[config.mk]
export PLATFORM = sky130hd
export DESIGN_NAME = cfg_timer_pwm
export DESIGN_NICKNAME = d
export VERILOG_FILES = /design/src/rtl/cfg_timer_pkg.sv /design/src/rtl/timer_prescaler.sv /design/src/rtl/cfg_timer_pwm.sv
export SDC_FILE = /design/constraint.sdc
export NUM_CORES = 1
export LEC_CHECK = 0
export BUFFER_PORTS_ARGS = -buffer_cell sky130_fd_sc_hd__buf_2
export CAP_MARGIN = 20
export CORE_ASPECT_RATIO = 2
export CORE_MARGIN = 3
export CORE_UTILIZATION = 40
export DETAILED_ROUTE_END_ITERATION = 8
export GPL_TIMING_DRIVEN = 0
export PLACE_DENSITY = 0.71
export SLEW_MARGIN = 20
export SYNTH_ARGS = -nofsm -noshare
export SYNTH_HDL_FRONTEND = slang
export SYNTH_SLANG_ARGS = --single-unit
export TNS_END_PERCENT = 5
[constraint.sdc]
create_clock -name clk -period 6.6 [get_ports clk]
set_input_delay 1.32 -clock clk [delete_from_list [all_inputs] [get_ports clk]]
set_output_delay 1.32 -clock clk [all_outputs]
set_load 0.02 [all_outputs]
[src/rtl/cfg_timer_pkg.sv]
// ---------------------------------------------------------------------------
// cfg_timer_pkg : register map indices, bit positions and FSM state type
// Rev 1.0
// ---------------------------------------------------------------------------
`default_nettype none

package cfg_timer_pkg;

  // Config register indices
  localparam int CTRL_IDX     = 0;
  localparam int PRESCALE_IDX = 1;
  localparam int PERIOD_IDX   = 2;
  localparam int DUTY_IDX     = 3;
  localparam int IRQ_MASK_IDX = 4;

  // Status register indices
  localparam int COUNT_IDX    = 0;
  localparam int FLAGS_IDX    = 1;
  localparam int WRAP_CNT_IDX = 2;
  localparam int CAP_VAL_IDX  = 3;

  // CTRL bit positions
  localparam int CTRL_EN_BIT      = 0;
  localparam int CTRL_ONESHOT_BIT = 1;
  localparam int CTRL_INV_BIT     = 2;
  localparam int CTRL_CLR_BIT     = 3;

  // FLAGS bit positions
  localparam int FLAG_WRAP_BIT    = 0;
  localparam int FLAG_CMP_BIT     = 1;
  localparam int FLAG_RUNNING_BIT = 2;
  localparam int FLAG_CAP_BIT     = 3;

  typedef enum logic [1:0] {
    IDLE = 2'd0,
    RUN  = 2'd1,
    DONE = 2'd2
  } state_t;

endpackage

`default_nettype wire

[src/rtl/timer_prescaler.sv]
// ---------------------------------------------------------------------------
// timer_prescaler : counts 0..prescale, pulses tick on the terminal count
// Rev 1.0
// ---------------------------------------------------------------------------
`default_nettype none

module timer_prescaler #(
  parameter int REG_WIDTH = 8
) (
  input  logic                 clk,
  input  logic                 rstb,
  input  logic                 ena,
  input  logic                 clear,
  input  logic [REG_WIDTH-1:0] prescale,
  output logic                 tick
);

  logic [REG_WIDTH-1:0] pre;

  // >= keeps the divider from running away if prescale is lowered below pre
  assign tick = !clear && (pre >= prescale);

  always_ff @(posedge clk or negedge rstb) begin
    if (!rstb) begin
      pre <= '0;
    end else if (ena) begin
      if (clear || tick) begin
        pre <= '0;
      end else begin
        pre <= pre + 1'b1;
      end
    end
  end

endmodule

`default_nettype wire

[src/rtl/cfg_timer_pwm.sv]
// ---------------------------------------------------------------------------
// cfg_timer_pwm : prescaled timer with double-buffered PWM, flags and irq
// Optional capture input enabled by macro CFG_TIMER_CAPTURE_EN.  Rev 1.0
// ---------------------------------------------------------------------------
`default_nettype none

module cfg_timer_pwm
  import cfg_timer_pkg::*;
#(
  parameter int REG_WIDTH  = 8,
  parameter int NUM_CFG    = 8,
  parameter int NUM_STATUS = 8
) (
  input  logic                            clk,
  input  logic                            rstb,
  input  logic                            ena,
  input  logic [NUM_CFG*REG_WIDTH-1:0]    config_regs,
  output logic [NUM_STATUS*REG_WIDTH-1:0] status_regs,
  input  logic                            capture_in,
  output logic                            pwm_out,
  output logic                            irq
);

  logic [REG_WIDTH-1:0] ctrl, prescale, period, duty, irq_mask;

  assign ctrl     = config_regs[CTRL_IDX*REG_WIDTH     +: REG_WIDTH];
  assign prescale = config_regs[PRESCALE_IDX*REG_WIDTH +: REG_WIDTH];
  assign period   = config_regs[PERIOD_IDX*REG_WIDTH   +: REG_WIDTH];
  assign duty     = config_regs[DUTY_IDX*REG_WIDTH     +: REG_WIDTH];
  assign irq_mask = config_regs[IRQ_MASK_IDX*REG_WIDTH +: REG_WIDTH];

  logic en_bit, oneshot_bit, inv_bit, clr_bit;
  assign en_bit      = ctrl[CTRL_EN_BIT];
  assign oneshot_bit = ctrl[CTRL_ONESHOT_BIT];
  assign inv_bit     = ctrl[CTRL_INV_BIT];
  assign clr_bit     = ctrl[CTRL_CLR_BIT];

  // Unused config bits and registers are intentionally ignored
  logic unused_inputs;
  assign unused_inputs = &{1'b0, config_regs, capture_in};

  state_t               state, state_nx;
  logic                 en_q, clr_q;
  logic                 en_rise, clr_rise;
  logic [REG_WIDTH-1:0] cnt, per_sh, duty_sh, wrap_cnt, cap_val;
  logic                 flag_wrap, flag_cmp, flag_cap;
  logic                 tick;
  logic                 load_sh, cnt_clr, cnt_inc, wrap_ev, cmp_ev, cap_ev;

  assign en_rise  = en_bit & ~en_q;
  assign clr_rise = clr_bit & ~clr_q;

  timer_prescaler #(
    .REG_WIDTH (REG_WIDTH)
  ) u_prescaler (
    .clk      (clk),
    .rstb     (rstb),
    .ena      (ena),
    .clear    (state != RUN),
    .prescale (prescale),
    .tick     (tick)
  );

  always_ff @(posedge clk or negedge rstb) begin
    if (!rstb) begin
      state <= IDLE;
    end else if (ena) begin
      state <= state_nx;
    end
  end

  always_comb begin
    state_nx = state;
    load_sh  = 1'b0;
    cnt_clr  = 1'b0;
    cnt_inc  = 1'b0;
    wrap_ev  = 1'b0;
    cmp_ev   = 1'b0;
    case (state)
      IDLE: begin
        cnt_clr = 1'b1;
        if (en_rise) begin
          state_nx = RUN;
          load_sh  = 1'b1;
        end
      end
      RUN: begin
        // Dropping EN abandons the period without raising any events
        if (!en_bit) begin
          state_nx = IDLE;
          cnt_clr  = 1'b1;
        end else if (tick) begin
          cmp_ev = (cnt == duty_sh);
          if (cnt == per_sh) begin
            wrap_ev = 1'b1;
            load_sh = 1'b1;
            cnt_clr = 1'b1;
            if (oneshot_bit) begin
              state_nx = DONE;
            end
          end else begin
            cnt_inc = 1'b1;
          end
        end
      end
      DONE: begin
        cnt_clr = 1'b1;
        if (!en_bit) begin
          state_nx = IDLE;
        end
      end
      default: begin
        state_nx = IDLE;
        cnt_clr  = 1'b1;
      end
    endcase
  end

  always_ff @(posedge clk or negedge rstb) begin
    if (!rstb) begin
      en_q      <= 1'b0;
      clr_q     <= 1'b0;
      cnt       <= '0;
      per_sh    <= '0;
      duty_sh   <= '0;
      wrap_cnt  <= '0;
      flag_wrap <= 1'b0;
      flag_cmp  <= 1'b0;
      pwm_out   <= 1'b0;
      irq       <= 1'b0;
    end else if (ena) begin
      en_q  <= en_bit;
      clr_q <= clr_bit;

      if (cnt_clr) begin
        cnt <= '0;
      end else if (cnt_inc) begin
        cnt <= cnt + 1'b1;
      end

      if (load_sh) begin
        per_sh  <= period;
        duty_sh <= duty;
      end

      // A set in the same cycle as a clear takes priority
      if (wrap_ev) begin
        flag_wrap <= 1'b1;
      end else if (clr_rise) begin
        flag_wrap <= 1'b0;
      end

      if (cmp_ev) begin
        flag_cmp <= 1'b1;
      end else if (clr_rise) begin
        flag_cmp <= 1'b0;
      end

      if (clr_rise) begin
        wrap_cnt <= wrap_ev ? {{(REG_WIDTH-1){1'b0}}, 1'b1} : '0;
      end else if (wrap_ev) begin
        wrap_cnt <= wrap_cnt + 1'b1;
      end

      pwm_out <= (state == RUN) ? ((cnt < duty_sh) ^ inv_bit) : inv_bit;
      irq     <= |({flag_cap, 1'b0, flag_cmp, flag_wrap} & irq_mask[3:0]);
    end
  end

`ifdef CFG_TIMER_CAPTURE_EN
  logic cap_s1, cap_s2, cap_s3;

  always_ff @(posedge clk or negedge rstb) begin
    if (!rstb) begin
      cap_s1   <= 1'b0;
      cap_s2   <= 1'b0;
      cap_s3   <= 1'b0;
      cap_val  <= '0;
      flag_cap <= 1'b0;
    end else if (ena) begin
      cap_s1 <= capture_in;
      cap_s2 <= cap_s1;
      cap_s3 <= cap_s2;
      if (cap_ev) begin
        cap_val <= cnt;
      end
      if (cap_ev) begin
        flag_cap <= 1'b1;
      end else if (clr_rise) begin
        flag_cap <= 1'b0;
      end
    end
  end

  assign cap_ev = cap_s2 & ~cap_s3;
`else
  assign cap_ev   = 1'b0;
  assign cap_val  = '0;
  assign flag_cap = 1'b0;
`endif

  always_comb begin
    status_regs = '0;
    status_regs[COUNT_IDX*REG_WIDTH    +: REG_WIDTH] = cnt;
    status_regs[WRAP_CNT_IDX*REG_WIDTH +: REG_WIDTH] = wrap_cnt;
    status_regs[CAP_VAL_IDX*REG_WIDTH  +: REG_WIDTH] = cap_val;
    status_regs[FLAGS_IDX*REG_WIDTH + FLAG_WRAP_BIT]    = flag_wrap;
    status_regs[FLAGS_IDX*REG_WIDTH + FLAG_CMP_BIT]     = flag_cmp;
    status_regs[FLAGS_IDX*REG_WIDTH + FLAG_RUNNING_BIT] = (state == RUN);
    status_regs[FLAGS_IDX*REG_WIDTH + FLAG_CAP_BIT]     = flag_cap;
  end

endmodule

`default_nettype wire

==> load_flow_metrics.sql <==
INSERT INTO impl_metrics (metric_group, metric, value, unit) VALUES
('cells_and_area', 'multi_input_comb_area', '1570', 'um2'),
('power_and_ir_drop', 'leakagePower', '0.00201', 'uW'),
('synth', 'netlist_area', '3100', 'um2'),
('clock_tree', 'tritoncts', 'done', ''),
('synth', 'yosys_register_bits', '48', ''),
('clock_tree', 'postCtsResizedCells', '0', ''),
('global_route', 'grt-ovfl-total', '0', ''),
('synth', 'postSynth.asyncResetShare', '1.00', ''),
('sta', 'timing.setup.tns', '0', 'ns'),
('synth', 'yosys.cell_types.count', '45', ''),
('floorplan', 'floorplan.die.height', '131', 'um'),
('synth', 'syn_area_per_cell', '9.85', 'um2'),
('sta', 'report.final.setup_viol', '0', ''),
('route', 'detail_route.iter0.violations', '88', ''),
('sta', 'tightest_slew', '0.674', 'ns'),
('outcome', 'result_of_the_run', 'complete, no violations', ''),
('cells_and_area', 'final-instance-count-excl-fill', '511', ''),
('run', 'max_cap_violations', '0', ''),
('synth', 'netlist_instances', '315', ''),
('cells_and_area', 'n_fill_cell', '722', ''),
('global_route', 'grt_pass1_vias', '2287', ''),
('cells_and_area', 'drive_gt1_frac', '0.339', ''),
('route', 'postRouteWirelength', '6.49', 'mm'),
('worst_setup_path', 'cp.required', '6.77', 'ns'),
('route', 'drt-wirelength-per-cell', '12.7', 'um'),
('global_route', 'grt_antenna_before_repair', '0', ''),
('floorplan', 'die_area', '8910', 'um2'),
('worst_hold_path', 'hp-class', 'reg2reg', ''),
('cells_and_area', 'final_common_cell', 'sky130_fd_sc_hd__buf_2', ''),
('clock_tree', 'cts.path.max_buffers', '2', ''),
('sta', 'timing.final.crit_period', '3.25', 'ns'),
('synth', 'yosysWarningCount', '0', ''),
('sta', 'finalHoldWorstSlack', '0.507', 'ns'),
('worst_setup_path', 'cp_endpoint_kind', 'register', ''),
('cells_and_area', 'area.growth.synth_to_final', '22.9', '%'),
('global_route', 'global_route_wire_length_before_repair', '10.2', 'mm'),
('clock_tree', 'post-cts-setup-buffer-count', '0', ''),
('clock_tree', 'cts.root.buffer_cell', 'sky130_fd_sc_hd__clkbuf_16', ''),
('sta', 'slew_headroom', '0.547', ''),
('worst_setup_path', 'worst-endpoint-arrival', '3.41', 'ns'),
('synth', 'yosys.area.top_type', 'sky130_fd_sc_hd__dfrtp_1', ''),
('clock_tree', 'clock-sinks', '48', ''),
('worst_setup_path', 'cp-start-kind', 'primary input', ''),
('synth', 'synth-edff-count', '0', ''),
('power_and_ir_drop', 'ir_drop', '0.000182', 'V'),
('sta', 'hold_viol', '0', ''),
('floorplan', 'floorplan.io_pins', '134', ''),
('clock_tree', 'clk-insertion-delay-late', '0.29', 'ns'),
('cells_and_area', 'finish.net_count', '505', ''),
('route', 'detail-route-antenna-nets', '0', ''),
('placement', 'placedCellCount', '503', ''),
('synth', 'ys.flop_type', 'sky130_fd_sc_hd__dfrtp_1', ''),
('sta', 'skew', '0.0108', 'ns'),
('floorplan', 'rows', '44', ''),
('worst_setup_path', 'critical_path_class', 'in2reg', ''),
('clock_tree', 'cts_buffers', '5', ''),
('clock_tree', 'cts_hold_buffers', '0', ''),
('sta', 'post-route-period-util', '0.492', ''),
('floorplan', 'floorplan.die.width', '68.3', 'um'),
('route', '1st_pass_router_iterations', '4', ''),
('clock_tree', 'cts.htree.levels', '2', ''),
('synth', 'synth_largest_type_area_fraction', '0.387', ''),
('placement', 'gp_congestion', '0.818', ''),
('route', 'overall_via_count_from_detail_route', '2393', ''),
('placement', 'dp.final_hpwl', '5.25', 'mm'),
('global_route', 'maximum_number_of_pins_on_one_net_before_global_route_repair', '49', ''),
('sta', 'rsz0062_at_grt', 'no', ''),
('route', 'via_per_inst', '4.68', ''),
('route', 'drc', '0', ''),
('floorplan', 'placeableCoreArea', '7380', 'um2'),
('sta', 'maximum_frequency_from_static_timing_analysis', '0.308', 'GHz'),
('worst_setup_path', 'crit_path_max_fanout', '10', ''),
('placement', 'io_buf_count', '52', ''),
('floorplan', 'floorplan.initialDensity', '0.420', ''),
('global_route', 'grt_usage', '0.151', ''),
('cells_and_area', 'layout.cells.most_common_list', 'sky130_fd_sc_hd__buf_2, sky130_fd_sc_hd__buf_4, sky130_fd_sc_hd__dfrtp_1, sky130_fd_sc_hd__conb_1, sky130_fd_sc_hd__inv_1', ''),
('clock_tree', 'clk_pin_slew_worst_paths', '0.06', 'ns'),
('sta', 'slew_viol_final', '0', ''),
('cells_and_area', 'insertedDiodeCount', '0', ''),
('cells_and_area', 'regArea', '1200', 'um2'),
('power_and_ir_drop', 'power-per-cell-area', '237', 'nW/um2'),
('synth', 'synth_sequential_area_ratio', '0.387', ''),
('synth', 'synth.top_cells.by_area', 'sky130_fd_sc_hd__dfrtp_1, sky130_fd_sc_hd__buf_4, sky130_fd_sc_hd__ha_1', '');
==> per-stage QoR <==
stage	setup WS (ns)	util	cell area [um2]	total power [uW]
2_1_floorplan	3.44	-	3270	566
3_3_place_gp	3.11	0.494	3640	613
3_5_place_dp	3.06	0.494	3640	623
4_1_cts	3.35	0.516	3810	911
5_1_grt	3.22	0.517	3810	957
6_report	3.35	0.517	3810	904
==> cell families (layout without fill, tap and decap cells) <==
family | count (synthesis) | after routing | share of synthesized area
AND/OR/NAND/NOR | 84 | 84 | 0.153
flip-flops | 48 | 48 | 0.387
buffers and inverters | 77 | 137 | 0.160
adder cells (fa/ha/maj) | 19 | 19 | 0.0766
AO/OA/AOI/OAI | 49 | 49 | 0.102
other | 1 | 45 | 0.00121
multiplexers | 20 | 20 | 0.0722
XOR/XNOR | 17 | 17 | 0.0480
==> registers in the layout (all words and copies together) (netlist names) <==
| signal | cells |
|---|---|
| en_q | 1 |
| pwm_out | 1 |
| clr_q | 1 |
| u_prescaler.pre | 8 |
| cnt | 8 |
| per_sh | 8 |
| duty_sh | 8 |
| flag_cmp | 1 |
| irq | 1 |
| wrap_cnt | 8 |
| state | 2 |
| flag_wrap | 1 |
==> synthesized netlist by cell type (all sizes together) (2+ instances only) <==
cell type / number
a21oi: 15
a22oi: 2
a31oi: 2
and2: 2
and3: 3
buf: 54
dfrtp: 48
ha: 19
inv: 22
mux2: 19
nand2: 21
nand2b: 2
nand3: 12
nand4: 8
nor2: 16
nor2b: 2
nor3: 2
o211ai: 3
o21ai: 13
o31ai: 6
or3: 4
or4: 8
xnor2: 11
xor2: 6
==> report_power, final <==
part / internal [uW] / switching [uW] / leakage [uW]
registers: 344 / 33.1 / 0.000624
logic: 119 / 119 / 0.00131
clock network: 178 / 110 / 0.0000798
==> path summary, 6_finish.rpt <==
| path | from | end | slack [ns] | cells after the start |
|---|---|---|---|---|
| max | config_regs[8] | per_sh[6] | 3.35 | 9 |
| min | en_q | en_q | 0.51 | 1 |
| max reg2reg | u_prescaler.pre[0] | per_sh[6] | 4.03 | 9 |
| min reg2reg | en_q | en_q | 0.51 | 1 |
| max in group asynchronous | rstb | per_sh[2] | 5.16 | 1 |
| min in group asynchronous | rstb | wrap_cnt[6] | 1.03 | 1 |
==> layer usage <==
layer	global-route usage	vias up	share of wire
li1	-	1208	-
met5	0	-	0
met1	0.155	1091	0.36
met2	0.288	84	0.55
met3	0.0351	10	0.069
met4	0.0492	0	0.018
==> worst max-delay path, cell delays in order <==
cell and delay [ns]:
sky130_fd_sc_hd__buf_2 0.10, sky130_fd_sc_hd__ha_1 0.27, sky130_fd_sc_hd__nand2b_1 0.15, sky130_fd_sc_hd__a2111oi_2 0.44, sky130_fd_sc_hd__o211ai_1 0.30, sky130_fd_sc_hd__nand4b_4 0.26, sky130_fd_sc_hd__nand2_4 0.13, sky130_fd_sc_hd__buf_6 0.17
sky130_fd_sc_hd__mux2_2 0.27
==> layout make-up <==
type / count / area share
clock inverters: 3 / 0.0112
flip-flops and latches: 48 / 0.315
repair buffers: 52 / 0.0689
plain buffers: 55 / 0.108
inverters: 22 / 0.0217
clock buffers: 5 / 0.0328
multi-input cells: 234 / 0.412
well taps: 92 / 0.0302
No activity file was read; power rests on OpenSTA's default activity.
